`src/rtl/div_seq_16x8.sv`:
```
// Sequential restoring divider: unsigned DIVIDEND_W / DIVISOR_W, one quotient
// bit per clock. Used to recover a multiplier operand from a product (P / A -> B)
// when characterising the approximate multipliers.
//
// Handshake: a request is taken on a rising edge where in_valid & in_ready; a
// result is consumed on a rising edge where out_valid & out_ready. in_ready is
// high only in IDLE and out_valid only in DONE, so a request is never accepted
// on the same edge that a result is consumed.
module div_seq_16x8 #(
  parameter int DIVIDEND_W = 16,
  parameter int DIVISOR_W  = 8
) (
  input  logic                  clk,
  input  logic                  rst_n,
  input  logic                  in_valid,
  output logic                  in_ready,
  input  logic [DIVIDEND_W-1:0] dividend,
  input  logic [DIVISOR_W-1:0]  divisor,
  output logic                  out_valid,
  input  logic                  out_ready,
  output logic [DIVIDEND_W-1:0] quotient,
  output logic [DIVISOR_W-1:0]  remainder,
  output logic                  div_by_zero
);

  localparam int CNT_W = (DIVIDEND_W > 1) ? $clog2(DIVIDEND_W) : 1;
  localparam logic [CNT_W-1:0] CNT_START = CNT_W'(DIVIDEND_W - 1);

  typedef enum logic [1:0] {
    IDLE = 2'd0,
    RUN  = 2'd1,
    DONE = 2'd2
  } state_t;

  state_t state, state_nxt;

  // Working registers. dq starts as the dividend; each step shifts its MSB
  // into the partial remainder and the new quotient bit into its LSB, so after
  // DIVIDEND_W steps it holds the quotient.
  logic [DIVIDEND_W-1:0] dq;
  logic [DIVISOR_W-1:0]  dvs;
  logic [DIVISOR_W:0]    prem;
  logic [CNT_W-1:0]      cnt;

  logic [DIVISOR_W:0]    shifted;
  logic [DIVISOR_W:0]    prem_nxt;
  logic                  qbit;
  logic                  accept;
  logic                  consume;
  logic                  last_step;

  assign accept    = in_valid & in_ready;
  assign consume   = out_valid & out_ready;
  assign last_step = (cnt == '0);

  // One restoring step. The partial remainder is one bit wider than the
  // divisor so the compare cannot overflow. With a zero divisor the compare
  // always succeeds and nothing is subtracted, which yields an all-ones
  // quotient and the low dividend bits as the remainder.
  always_comb begin
    shifted  = {prem[DIVISOR_W-1:0], dq[DIVIDEND_W-1]};
    qbit     = (shifted >= {1'b0, dvs});
    prem_nxt = shifted;
    if (qbit) begin
      prem_nxt = shifted - {1'b0, dvs};
    end
  end

  // State register.
  always_ff @(posedge clk or negedge rst_n) begin
    if (!rst_n) begin
      state <= IDLE;
    end else begin
      state <= state_nxt;
    end
  end

  // Next-state logic: IDLE -> RUN -> DONE -> IDLE.
  always_comb begin
    state_nxt = state;
    case (state)
      IDLE:    if (accept) state_nxt = RUN;
      RUN:     if (last_step) state_nxt = DONE;
      DONE:    if (consume) state_nxt = IDLE;
      default: state_nxt = IDLE;
    endcase
  end

  // Handshake outputs decoded from the state.
  always_comb begin
    in_ready  = 1'b0;
    out_valid = 1'b0;
    case (state)
      IDLE:    in_ready  = 1'b1;
      DONE:    out_valid = 1'b1;
      default: ;
    endcase
  end

  // Datapath: load on accept, iterate in RUN, publish results on the last step.
  // Result registers are only written on the last step so they hold steady
  // through DONE and keep their old values in IDLE and RUN.
  always_ff @(posedge clk or negedge rst_n) begin
    if (!rst_n) begin
      dq          <= '0;
      dvs         <= '0;
      prem        <= '0;
      cnt         <= '0;
      quotient    <= '0;
      remainder   <= '0;
      div_by_zero <= 1'b0;
    end else if (accept) begin
      dq   <= dividend;
      dvs  <= divisor;
      prem <= '0;
      cnt  <= CNT_START;
    end else if (state == RUN) begin
      dq   <= {dq[DIVIDEND_W-2:0], qbit};
      prem <= prem_nxt;
      if (last_step) begin
        quotient    <= {dq[DIVIDEND_W-2:0], qbit};
        remainder   <= prem_nxt[DIVISOR_W-1:0];
        div_by_zero <= (dvs == '0);
      end else begin
        cnt <= cnt - 1'b1;
      end
    end
  end

endmodule

```
`config.mk`:
```
export PLATFORM = sky130hd
export DESIGN_NAME = div_seq_16x8
export DESIGN_NICKNAME = d
export VERILOG_FILES = /design/src/rtl/div_seq_16x8.sv
export SDC_FILE = /design/constraint.sdc
export NUM_CORES = 1
export LEC_CHECK = 0
export ABC_AREA = 0
export CORE_MARGIN = 2
export CORE_UTILIZATION = 40
export CTS_CLUSTER_SIZE = 25
export DETAILED_ROUTE_END_ITERATION = 8
export GPL_TIMING_DRIVEN = 0
export PLACE_DENSITY = 0.59
export SLEW_MARGIN = 0
export SYNTH_ARGS = -nofsm -noshare
export SYNTH_HDL_FRONTEND = slang
export SYNTH_SLANG_ARGS = --single-unit
```
`constraint.sdc`:
```
create_clock -name clk -period 5.3 [get_ports clk]
set_clock_uncertainty 0.2 [all_clocks]
set_input_delay 1.59 -clock clk [delete_from_list [all_inputs] [get_ports clk]]
set_output_delay 1.59 -clock clk [all_outputs]
set_load 0.02 [all_outputs]
```
### Word level (Yosys, flattened, before mapping)

Cells that the tools add are included.

| word-level totals | value |
|---|---|
| output and inout port bits | 27 |
| memory bits (writable) | 0 |
| bits in latches | 0 |
| register bits after elaboration | 63 |
| memories kept | 0 |
| bits in read-only memories | 0 |

| operators by class | value |
|---|---|
| multiplexer cells | 14 |
| divide/modulo/power cells | 0 |
| $add $sub $neg | 2 |
| multipliers | 0 |
| bitwise gates (word level) | 3 |
| order comparisons | 1 |
| eq/ne operators | 6 |
| reduce and logical (&&, ||, !) cells | 7 |
| shifts and indexed selects | 0 |

Operators by type and width:

| operator | count |
|---|---|
| two-way mux 16 bit | 2 |
| two-way mux 8 bit | 3 |
| two-way mux 4 bit | 3 |
| greater-or-equal comparator 9 x 8 -> 1 bit | 1 |
| logical NOT 8 bit | 1 |
| != test 2 bit (second input constant) | 4 |
| subtractor 8 bit | 1 |
| two-way mux 2 bit | 3 |
| one-hot mux 2 bit (3 select lines) | 1 |
| AND reduction 3 bit | 2 |
| logical NOT 4 bit | 1 |
| subtractor 4 x 1 -> 4 bit (second input constant) | 1 |
| AND 1 bit | 2 |
| == test 2 x 1 -> 1 bit (second input constant) | 1 |
| == test 2 bit (second input constant) | 1 |
| logical NOT 2 bit | 1 |
| two-way mux 1 bit | 2 |
| AND reduction 2 bit | 1 |
| nonzero test 2 bit | 1 |
| inverter 1 bit | 1 |

### Longest topological paths before layout

| logic depth | value |
|---|---|
| word-level depth | 5 |
| depth in mapped cells | 9 |
| gate-level depth less buffers | 9 |

### Worst setup path before layout

No wires, ideal clock.

| path | value |
|---|---|
| kind | input port to flip-flop |
| start | input in_valid |
| end | register dq[5] |
| data arrival time | 2.406 ns |
| slack | 2.628 ns |
| required time | 5.034 ns |
| stages | 6 |
| setup time | 0.066 ns |
| path through | and2_1 clkbuf_1 nor2_1 buf_2 nand2_1 nand2_1 |

| between the ends | value |
|---|---|
| longest elaborated chain between the ends | 2 |
| elaborated cells between the ends (all ways) | 3 |
| those cells by class | mux (1); bitwise (1); reduce/logical (1) |

Ends and longest elaborated chain:

| item | line | source |
|---|---|---|
| from (decl) | 15 | `input logic in_valid,` |
| AND 1 bit * | 52 | `assign accept = in_valid & in_ready;` |
| two-way mux 16 bit / nonzero test 2 bit (equally long branches) | -- |  |
| to (signal assigned) | 113 | `dq <= dividend;` |
| to (signal assigned) | 118 | `dq <= {dq[DIVIDEND_W-2:0], qbit};` |
| to (decl) | 40 | `logic [DIVIDEND_W-1:0] dq;` |

Every way passes the cells marked *; elsewhere a longest branch is shown, timed or not.
A chain may end at the register's enable or synchronous reset.

### Worst setup path in the final report

| path | value |
|---|---|
| start | register state[0] |
| end | output out_valid |

| between the ends | value |
|---|---|
| longest elaborated chain between the ends | 2 |

Ends and longest elaborated chain:

| item | line | source |
|---|---|---|
| from (decl) | 35 | `state_t state, state_nxt;` |
| from (signal assigned) | 74 | `state <= state_nxt;` |
| == test 2 bit | 93 | `case (state)` |
| two-way mux 1 bit | 93 |  |
| to (decl) | 19 | `output logic out_valid,` |

Every way passes these cells.

==> impl_results.md <==
* Status: completed
* TritonCTS buffer count at 9
* GP Congestion at approximately 0.88
* DIE HEIGHT at around 90 µm
* Gate Count Post-Synth at between 300 and 400
* Clock buffer depth at 2
* Req. time, crit path at between 3 and 4 ns
* GRT Total Usage at 0.207
* Mapped Area at approximately 3100 µm²
* Max-slew headroom at 0.464
* Initial Util at 0.409
* Asr flop ratio synth at 1.00
* Fill count at about 730
* Die Wd at 92.4 µm
* Cts hold-fix bufs at 0
* Global-route wire length before repair at approximately 14000 µm
* Delay-heaviest family, CP: buffers and inverters
* Worst-Skew Late Latency at approximately 0.35 ns
* Fin Setup TNS at 0 ns
* Sw Ratio at 0.441
* Crit. path cell count at 3
* Sink Count at 63
* Drt total wl at 8110 µm
* Final setup viols at 0
* Pin count of the biggest net entering global routing at 64
* Setup bufs post-CTS at 0
* Worst-margin pin slew at 0.803 ns
* Number of synthesized register bits at 63
* Final Cell Area at 4020 µm²
* Fin nets at between 400 and 500
* Setup ws final at 1.95 ns
* NetSw at roughly 1.3 mW
* 1st-iter DRT viols at approximately 160
* Hold crit path type: reg -> reg
* Vias per cell at ~5.2
* Pwr/cell area at approximately 740 nW/µm²
* H-tree levels at 3
* Clock Power Share at 0.162
* Syn_nets at between 300 and 400
* Most frequent cells in the layout: nand2_1, dfrtp_1, clkdlybuf4s50_1, nand3_1, o21ai_0
* # port buffers at 54
* Critical path type: reg -> out
* Area after DPL at about 3800 µm²
* Vias in the first global route at between 2000 and 3000
* Final hold viol count at 0
* Fmax at 299 MHz
* Cell variety after synth at 46
* Combinational share of power at 0.538
* CP Launch Point: state[0]$_DFFE_PN0P_
* Area growth, synth to finish at 28.5%
* Row cnt at 32
* Ports at 55
* Crit start category: register
* Drc violations at 0
* Worst Setup EP: out_valid
* Tcrit/Tclk final at 0.632
* Via count at about 2700
* WL/cell at around 16 µm
* Arrival time worst endpoint at ~1.6 ns
* Worst-path clk slew at 0.06 ns
* Internal power at around 1.7 mW
* DIE AREA at 8540 µm²
* Buf/Inv on CP at 2
* FF-to-FF path depth at 7
* Post-cts sizing count at 0
* Slowest stage delay, CP at just under 0.6 ns
* Main flop type after synthesis: dfrtp_1
* Post-synth EDFFs at 0
* Crit-path max FO at 4
* RSZ-0062 raised after global routing: no
* Setup WS pre-CTS at approximately 1.8 ns
* R2r endpoint: remainder[1]$_DFFE_PN0P_
* Root buffer cell: clkbuf_8
* Core area at approximately 7600 µm²
* Avg Synthesized Cell Area at roughly 9.0 µm²
* Final ANT Viol Nets at 0
* Number of diodes at 0
* Synth warn at 0
* Total grt overflow at 0
* Seq/Total Area, Yosys at 0.504
* Max Cap Viol at 0
* Layout cell share with drive strength beyond 1 at 0.0839
* Max VDD drop at roughly 0.00028 V
* Drt pass-1 iters at 5
* Reg2reg start: prem[5]$_DFFE_PN0P_
* Crit. End Element: output port
* Tmin final at between 3 and 4 ns
* Sequential Power Share at 0.300
* Initial antenna violation count at 0
* Most common cell after layout, fill and taps aside: nand2_1
* Detailed placement HPWL at roughly 5700 µm
* CP max stage cell: clkdlybuf4s50_1
* R2r setup slk at 2.93 ns
* CTS tree: yes
* Static leakage at approximately 1.8 nW
* Cell Chain, Critical Path: nand2b_1 -> inv_1 -> clkdlybuf4s50_1
* Max-slew violations at 0
[registers in the layout, summed over array words and instances, names as in the netlist]
| signal | flops |
|---|---|
| state | 2 |
| div_by_zero | 1 |
| dq | 16 |
| prem | 8 |
| dvs | 8 |
| remainder | 8 |
| quotient | 16 |
| cnt | 4 |
[cells by family after synthesis]
family                   synth area share
multiplexers                      0.00320
buffers and inverters              0.0512
AND/OR/NAND/NOR                     0.217
flip-flops                          0.504
XOR/XNOR                           0.0168
adder cells (fa/ha/maj)            0.0464
AO/OA/AOI/OAI                       0.161
[cells in the mapped netlist (2+ instances only)]
cell	n	area, µm²
a21o_1	4	30.0
a21oi_1	9	45.0
a21oi_2	2	17.5
a22oi_1	14	105
a31oi_1	7	43.8
buf_2	6	30.0
buf_4	2	15.0
clkbuf_1	9	33.8
clkbuf_2	2	10.0
dfrtp_1	63	1580
ha_1	10	125
inv_1	15	56.3
nand2_1	97	364
nand2b_1	3	18.8
nand3_1	22	110
nand4_1	7	43.8
nor2_1	14	52.6
nor3_1	2	10.0
nor4_1	2	12.5
o211ai_1	6	45.0
o21ai_0	17	85.1
o21ai_2	2	17.5
o31ai_1	5	37.5
xnor2_1	2	17.5
xor2_1	4	35.0
[worst reg2reg max path, delay by kind of cell (launching register included)]
family          cells  cell delay (ns)
compound gates      4             0.88
flops               1             0.46
fa+ha+maj           1             0.39
buf+inv             1             0.26
simple gates        1             0.10
[power groups by stage]
stage / clock [mW] / combinational (mW) / sequential, mW
after floorplan: 0 / 1.02 / 0.941
after global placement: 0 / 1.57 / 0.893
after detailed placement: 0 / 1.59 / 0.890
after CTS: 0.493 / 1.60 / 0.885
after global routing: 0.508 / 1.78 / 0.916
final: 0.480 / 1.59 / 0.888
[routing by layer]
metal  vias to the layer above  wire, µm  track usage
li1                       1325         -            -
met1                      1286      3820        0.293
met2                        89      3740        0.314
met3                        15       436       0.0496
met4                         0       116       0.0672
met5                         -         0            0
[cell type report]
class	count	area, µm²	area share
flip-flops and latches	63	1580	0.393
clock buffers	13	159	0.0396
well taps	102	128	0.0318
multi-input cells	248	1390	0.346
plain buffers	21	104	0.0259
clock inverters	3	65.1	0.0162
repair buffers	54	538	0.134
inverters	15	56.3	0.0140
[worst min path at each step]
stage                                to  depth (start not counted)                    start
2_1_floorplan  quotient[10]$_DFFE_PN0P_                          2        dq[9]$_DFFE_PN0P_
3_3_place_gp    quotient[7]$_DFFE_PN0P_                          2  quotient[7]$_DFFE_PN0P_
3_5_place_dp    quotient[1]$_DFFE_PN0P_                          2  quotient[1]$_DFFE_PN0P_
4_1_cts         quotient[1]$_DFFE_PN0P_                          2  quotient[1]$_DFFE_PN0P_
5_1_grt         quotient[1]$_DFFE_PN0P_                          2  quotient[1]$_DFFE_PN0P_
6_report        quotient[1]$_DFFE_PN0P_                          2  quotient[1]$_DFFE_PN0P_
[through the flow]
step / hold slack (ns) / std cells / power [mW] / utilization
after floorplan: 0.261 / 347 / 1.96 / -
after global placement: 0.261 / 503 / 2.46 / 0.496
after detailed placement: 0.263 / 503 / 2.48 / 0.496
after CTS: 0.279 / 519 / 2.98 / 0.525
after global routing: 0.296 / 519 / 3.21 / 0.525
final: 0.271 / 519 / 2.96 / 0.525
Note: power is estimated with default switching activity, not from simulation.
==> edit 1, RTL diff (same flow settings) <==
Make the reset (`rst_n`) synchronous in 2 clocked blocks.
--- a/src/rtl/div_seq_16x8.sv
+++ b/src/rtl/div_seq_16x8.sv
@@ -67,7 +67,7 @@
   end
 
   // State register.
-  always_ff @(posedge clk or negedge rst_n) begin
+  always_ff @(posedge clk) begin
     if (!rst_n) begin
       state <= IDLE;
     end else begin
@@ -100,7 +100,7 @@
   // Datapath: load on accept, iterate in RUN, publish results on the last step.
   // Result registers are only written on the last step so they hold steady
   // through DONE and keep their old values in IDLE and RUN.
-  always_ff @(posedge clk or negedge rst_n) begin
+  always_ff @(posedge clk) begin
     if (!rst_n) begin
       dq          <= '0;
       dvs         <= '0;
Function: differs if rst_n is asserted again (counterexample within 4 cycles, from zero or initial values and one cycle with rst_n low); with rst_n held inactive, the same outputs for 10 cycles.
==> edit 1 against the unedited design <==
- synthesized area decreased by 2.0%
- routed wire length decreased by 7.6%
- synthesized cell count increased by 3.5%
- final area decreased by 2.2%
- core utilization increased by 1.1 points
- sequential cell count unchanged
- register-to-register slack got worse by 40 ps
- worst setup slack got worse by 34 ps
- critical path type unchanged
Power is not compared: it rests on default switching activity, and its combinational part moved more than twofold at a synthesized area within 25%.
==> edit 1: results (changes against the unedited design) <==
Outcome
  • Status: complete, no violations

Cells and area
  • Nets: 462 (+2.4%)
  • Largest registers: dq x16, quotient x16
  • Share of cells above drive strength 1: 8.18% (-0.22 points)

Route
  • Starting DRT DRC Count: 129 (-20%)
  • DRT Pass-1 Iters: 4 (-1)
  • DRT Wirelength: 7490 µm (-7.6%)
  • Vias: 2,706 (-0.33%)

Critical path
  • Setup crit start: state[1]$_SDFFE_PN0P_
  • Reg-to-Reg End: prem[6]$_SDFFE_PP0P_
  • R2r worst-path depth: 8 (+1)
  • Worst R2R Start: dq[15]$_SDFFE_PN0P_
  • Reg2reg setup slack: 2890 ps (-40 ps)
  • Critical Path Fanout Max: 6 (+2)
  • CP arrival: 1590 ps (+30 ps)

Hold path
  • WHS Endpoint: quotient[8]$_SDFFE_PN0P_
  • Cells on Worst Hold Path: 2 (unchanged)
  • Min-delay src: quotient[8]$_SDFFE_PN0P_

Clock network
  • Cts bufs inserted: 9 (unchanged)
  • Clock buffer depth: 2 (unchanged)
  • Clk_lat worst skew: 340 ps
  • Root buffer cell: clkbuf_8

Yosys
  • EDFF count, synth: 0 (unchanged)
  • Ys Warns: 0 (unchanged)
  • Top post-synthesis cells by area: dfxtp_1 (41%), a21boi_0 (10%), nand2_1 (9.4%), ha_1 (4.1%), a22oi_1 (3.9%)
  • Post-synthesis sequential area ratio: 41.2% (-9.3 points)
  • Asr flop ratio synth: 0% (-100 points)
  • Most instantiated cells after synthesis: nand2_1 (77), dfxtp_1 (63), a21boi_0 (41)
  • Synth Net Count: 398 (+3.1%)
  • Synth cell types: 51 (+11%)

STA
  • Hold WS: 259 ps (-12.2 ps)
  • Worst-margin pin slew: 589 ps (-214 ps)

Placement
  • Place WS: 1690 ps (-106 ps)
  • Area after DPL: 0.00372 mm² (-1.9%)
  • Port Buffers: 53 (-1.9%)
  • Gpl congestion: 0.812 (-7.3%)
  • Post-detail-place hpwl: 5540 µm (-2.9%)

Global routing
  • Largest net degree at the start of global routing: 11 (-83%)
  • Gr usage total: 18.8% (-1.9 points)
  • Initial antenna violation count: 0 (unchanged)
  • First-pass GRT wire length: 12,500 µm (-9.0%)
  • Vias in the first global route: 2,600 (-3.8%)
-- edit 1: cell count changes after synthesis, sizes merged, moves of 4 or more --
cell / delta
nand3: -16
a31oi: -6
o211ai: -6
dfrtp: -63
nand2: -20
nand4: -5
a21boi: +42
nor2b: +4
o31ai: -4
dfxtp: +63
mux2i: +4
o21ai: -7
-- edit 1: per-layer routing --
metal,GRT usage [%],wire length (µm)
met5,0,0
met4,5.43,63
met3,4.32,304
met2,29.4,3320
met1,25.9,3810
-- edit 1: where the power goes --
| part | switching (mW) | internal [mW] | total, mW |
|---|---|---|---|
| clock | 0.181 | 0.254 | 0.435 |
| sequential | 0.0290 | 0.509 | 0.538 |
| combinational | 0.210 | 0.164 | 0.374 |
| total | 0.420 | 0.927 | 1.35 |
-- edit 1: cell type report --
cell class | instances | area, µm²
fill | 704 | 3400
multi-input combinational | 259 | 1630
sequential | 63 | 1260
timing repair buffer | 53 | 531
clock buffer | 13 | 169
tap | 99 | 124
buffer | 23 | 120
inverter | 14 | 52.6
clock inverter | 3 | 40.0
-- edit 1: worst max-delay path by stage --
stage | endpoint | slack (ps) | cells past startpoint
5_1_grt | out_valid | 1850 | 2
3_5_place_dp | dq[10]$_SDFFE_PN0P_ | 1690 | 5
2_1_floorplan | remainder[3]$_SDFFE_PN0P_ | 2500 | 5
6_report | out_valid | 1920 | 2
4_1_cts | out_valid | 1910 | 2
3_3_place_gp | dq[13]$_SDFFE_PN0P_ | 1700 | 5
-- edit 1: cells by family (layout without fill, tap and decap cells) --
group           count (synthesis)  after routing  share of synthesized area, %
xor+xnor                        6              6                          1.72
flops                          63             63                          41.2
mux                             5              5                          1.63
simple gates                  132            132                          20.3
fa+ha+maj                      11             11                          4.74
compound gates                105            105                          24.8
buf+inv                        37            106                          5.64
-- edit 1: worst max-delay path: stages (launching register included) --
cell and delay (ps):
dfxtp_1 420, nor2b_1 210, clkdlybuf4s50_1 630
-- edit 1: metrics by stage --
stage               power [mW]  util (%)  instances
floorplan                0.813         -        359
global placement         0.921      50.7        511
detailed placement       0.923      50.7        511
CTS                       1.36      53.6        527
global route              1.42      53.6        527
finish                    1.35      53.6        527
==> edit 2, RTL diff (same flow settings) <==
Without the edit above. `DIVISOR_W`: 8 -> 10.
--- a/src/rtl/div_seq_16x8.sv
+++ b/src/rtl/div_seq_16x8.sv
@@ -8,7 +8,7 @@
 // on the same edge that a result is consumed.
 module div_seq_16x8 #(
   parameter int DIVIDEND_W = 16,
-  parameter int DIVISOR_W  = 8
+  parameter int DIVISOR_W  = 10
 ) (
   input  logic                  clk,
   input  logic                  rst_n,
Ports: changed (resized divisor and remainder); port bits go from 55 to 59. No check against the original RTL was run, so the function may have changed too.
==> edit 2 against the unedited design <==
- routed wire length rose by 20%
- count of clock-buffer cells in the layout decreased by 3
- power increased by 16%
- core utilization is 0.28 points higher
- worst setup slack worse by 290 ps
- largest power group unchanged
- cell count is 10% higher
- critical path depth grew 3
- synthesized area up 13%
- final area is 14% higher
- sequential cell count up 6
- critical path type is now in -> reg
==> edit 2: results (changes against the unedited design) <==
Outcome
  • Status: complete, no violations

Yosys
  • Top post-synthesis cells by area: dfrtp_1 (49%), nand2_1 (11%), ha_1 (4.3%), o21ai_0 (3.1%), a22oi_1 (3.0%)
  • Most instantiated cells after synthesis: nand2_1 (106), dfrtp_1 (69), o21ai_0 (22)
  • Mapped Avg Cell Area: 9.10 µm² (+1.0%)
  • Synth cell types: 53 (+15%)
  • Synth Net Count: 431 (+12%)
  • Post-synthesis sequential area ratio: 48.9% (-1.5 points)

Critical path
  • Reg-to-Reg End: remainder[8]$_DFFE_PN0P_
  • Critical Path Fanout Max: 10 (+6)
  • Top delay family on crit path: simple AND/OR/NAND/NOR gates
  • Crit-path slowest cell: nor3b_2
  • CP arrival: 3660 ps (+2100 ps)
  • Worst R2R Start: dq[15]$_DFFE_PN0P_
  • Reg2reg setup slack: 2490 ps (-440 ps)
  • Max incr delay on CP: 660 ps (+70 ps)
  • R2r worst-path depth: 9 (+2)

Power
  • Peak VDD IR: 0.268 mV (-3.2%)
  • Leakage power: 2.03 nW (+11%)

Clock network
  • Cts bufs inserted: 9 (unchanged)
  • Worst-path clk slew: 80 ps (+20 ps)

Hold path
  • Tightest Hold Check Type: reg -> reg
  • Cells on Worst Hold Path: 2 (unchanged)
  • WHS Endpoint: quotient[9]$_DFFE_PN0P_
  • Min-delay src: quotient[9]$_DFFE_PN0P_

Route
  • Vias per inst: 5.38 (+2.8%)
  • Starting DRT DRC Count: 127 (-22%)
  • DRT Pass-1 Iters: 4 (-1)
  • Vias: 3,071 (+13%)
  • Routed len/inst: 17.1 µm (+9.4%)

STA
  • Worst-margin pin slew: 810 ps (+6.38 ps)

Global routing
  • Largest net degree at the start of global routing: 49 (-23%)
  • Gr usage total: 21.4% (+0.64 points)
  • First-pass GRT wire length: 16,300 µm (+18%)
  • Vias in the first global route: 3,220 (+19%)

Cells and area
  • Nets: 501 (+11%)
  • Final-layout fill cell count: 822 (+12%)
  • Antenna Cells: 0 (unchanged)
  • Share of cells above drive strength 1: 7.78% (-0.62 points)

Placement
  • Cell total after placement: 555 (+10%)
  • Place WS: 1320 ps (-472 ps)
  • Port Buffers: 58 (+7.4%)
  • Post-detail-place hpwl: 6970 µm (+22%)
  • Gpl congestion: 0.881 (+0.56%)

Job
  • Max cap viols: 0 (unchanged)
==> edit 2: changes by cell type after synthesis, sizes merged, moves of 5 or more <==
cell / delta
a21oi: -6
nand2: +9
dfrtp: +6
nor2: +5
nand3: -5
==> edit 2: routing by layer <==
metal / GRT usage, % / vias up / routed length [µm]
met2: 33.6 / 78 / 4420
met1: 29.1 / 1470 / 4590
li1: - / 1504 / -
met3: 5.01 / 19 / 523
met4: 7.48 / 0 / 225
met5: 0 / - / 0
==> edit 2: worst max path at each step <==
stage | from | slack, ps | cells after the start | end
3_5_place_dp | in_valid | 1320 | 6 | prem[8]$_DFFE_PN0P_
4_1_cts | in_valid | 1670 | 6 | prem[8]$_DFFE_PN0P_
5_1_grt | in_valid | 1470 | 6 | dq[8]$_DFFE_PN0P_
2_1_floorplan | in_valid | 2360 | 5 | prem[8]$_DFFE_PN0P_
3_3_place_gp | rst_n | -80 | 1 | quotient[9]$_DFFE_PN0P_
6_report | in_valid | 1660 | 6 | prem[8]$_DFFE_PN0P_
==> edit 2: tightest hold or removal path: cells and delay by family, from the launching register on <==
kind / cells / cell delay [ps]
simple gates: 2 / 110
flops: 1 / 340
==> edit 2: through the flow <==
step                hold slack, ps  cell area, µm²
floorplan                      256            3530
global placement               262            4250
detailed placement             262            4270
CTS                            282            4560
global route                   303            4560
finish                         278            4560
==> edit 2: power by group <==
group	internal, mW	switching (mW)
registers	0.781	0.190
logic	0.749	1.09
clock network	0.409	0.211
total	1.94	1.49
==> edit 2: area by class of cell <==
cell class | instances | area (µm²) | share of cell area [%]
inverter | 15 | 56.3 | 1.24
clock inverter | 6 | 159 | 3.49
multi-input combinational | 284 | 1660 | 36.3
buffer | 20 | 92.6 | 2.03
tap | 108 | 135 | 2.96
clock buffer | 10 | 128 | 2.80
sequential | 69 | 1730 | 37.9
timing repair buffer | 59 | 606 | 13.3
==> edit 2: kinds of logic after synthesis <==
group / after synthesis / synth area share [%]
xor+xnor: 6 / 1.49
fa+ha+maj: 13 / 4.82
flops: 69 / 48.9
compound gates: 88 / 18.3
simple gates: 177 / 22.3
buf+inv: 35 / 4.22
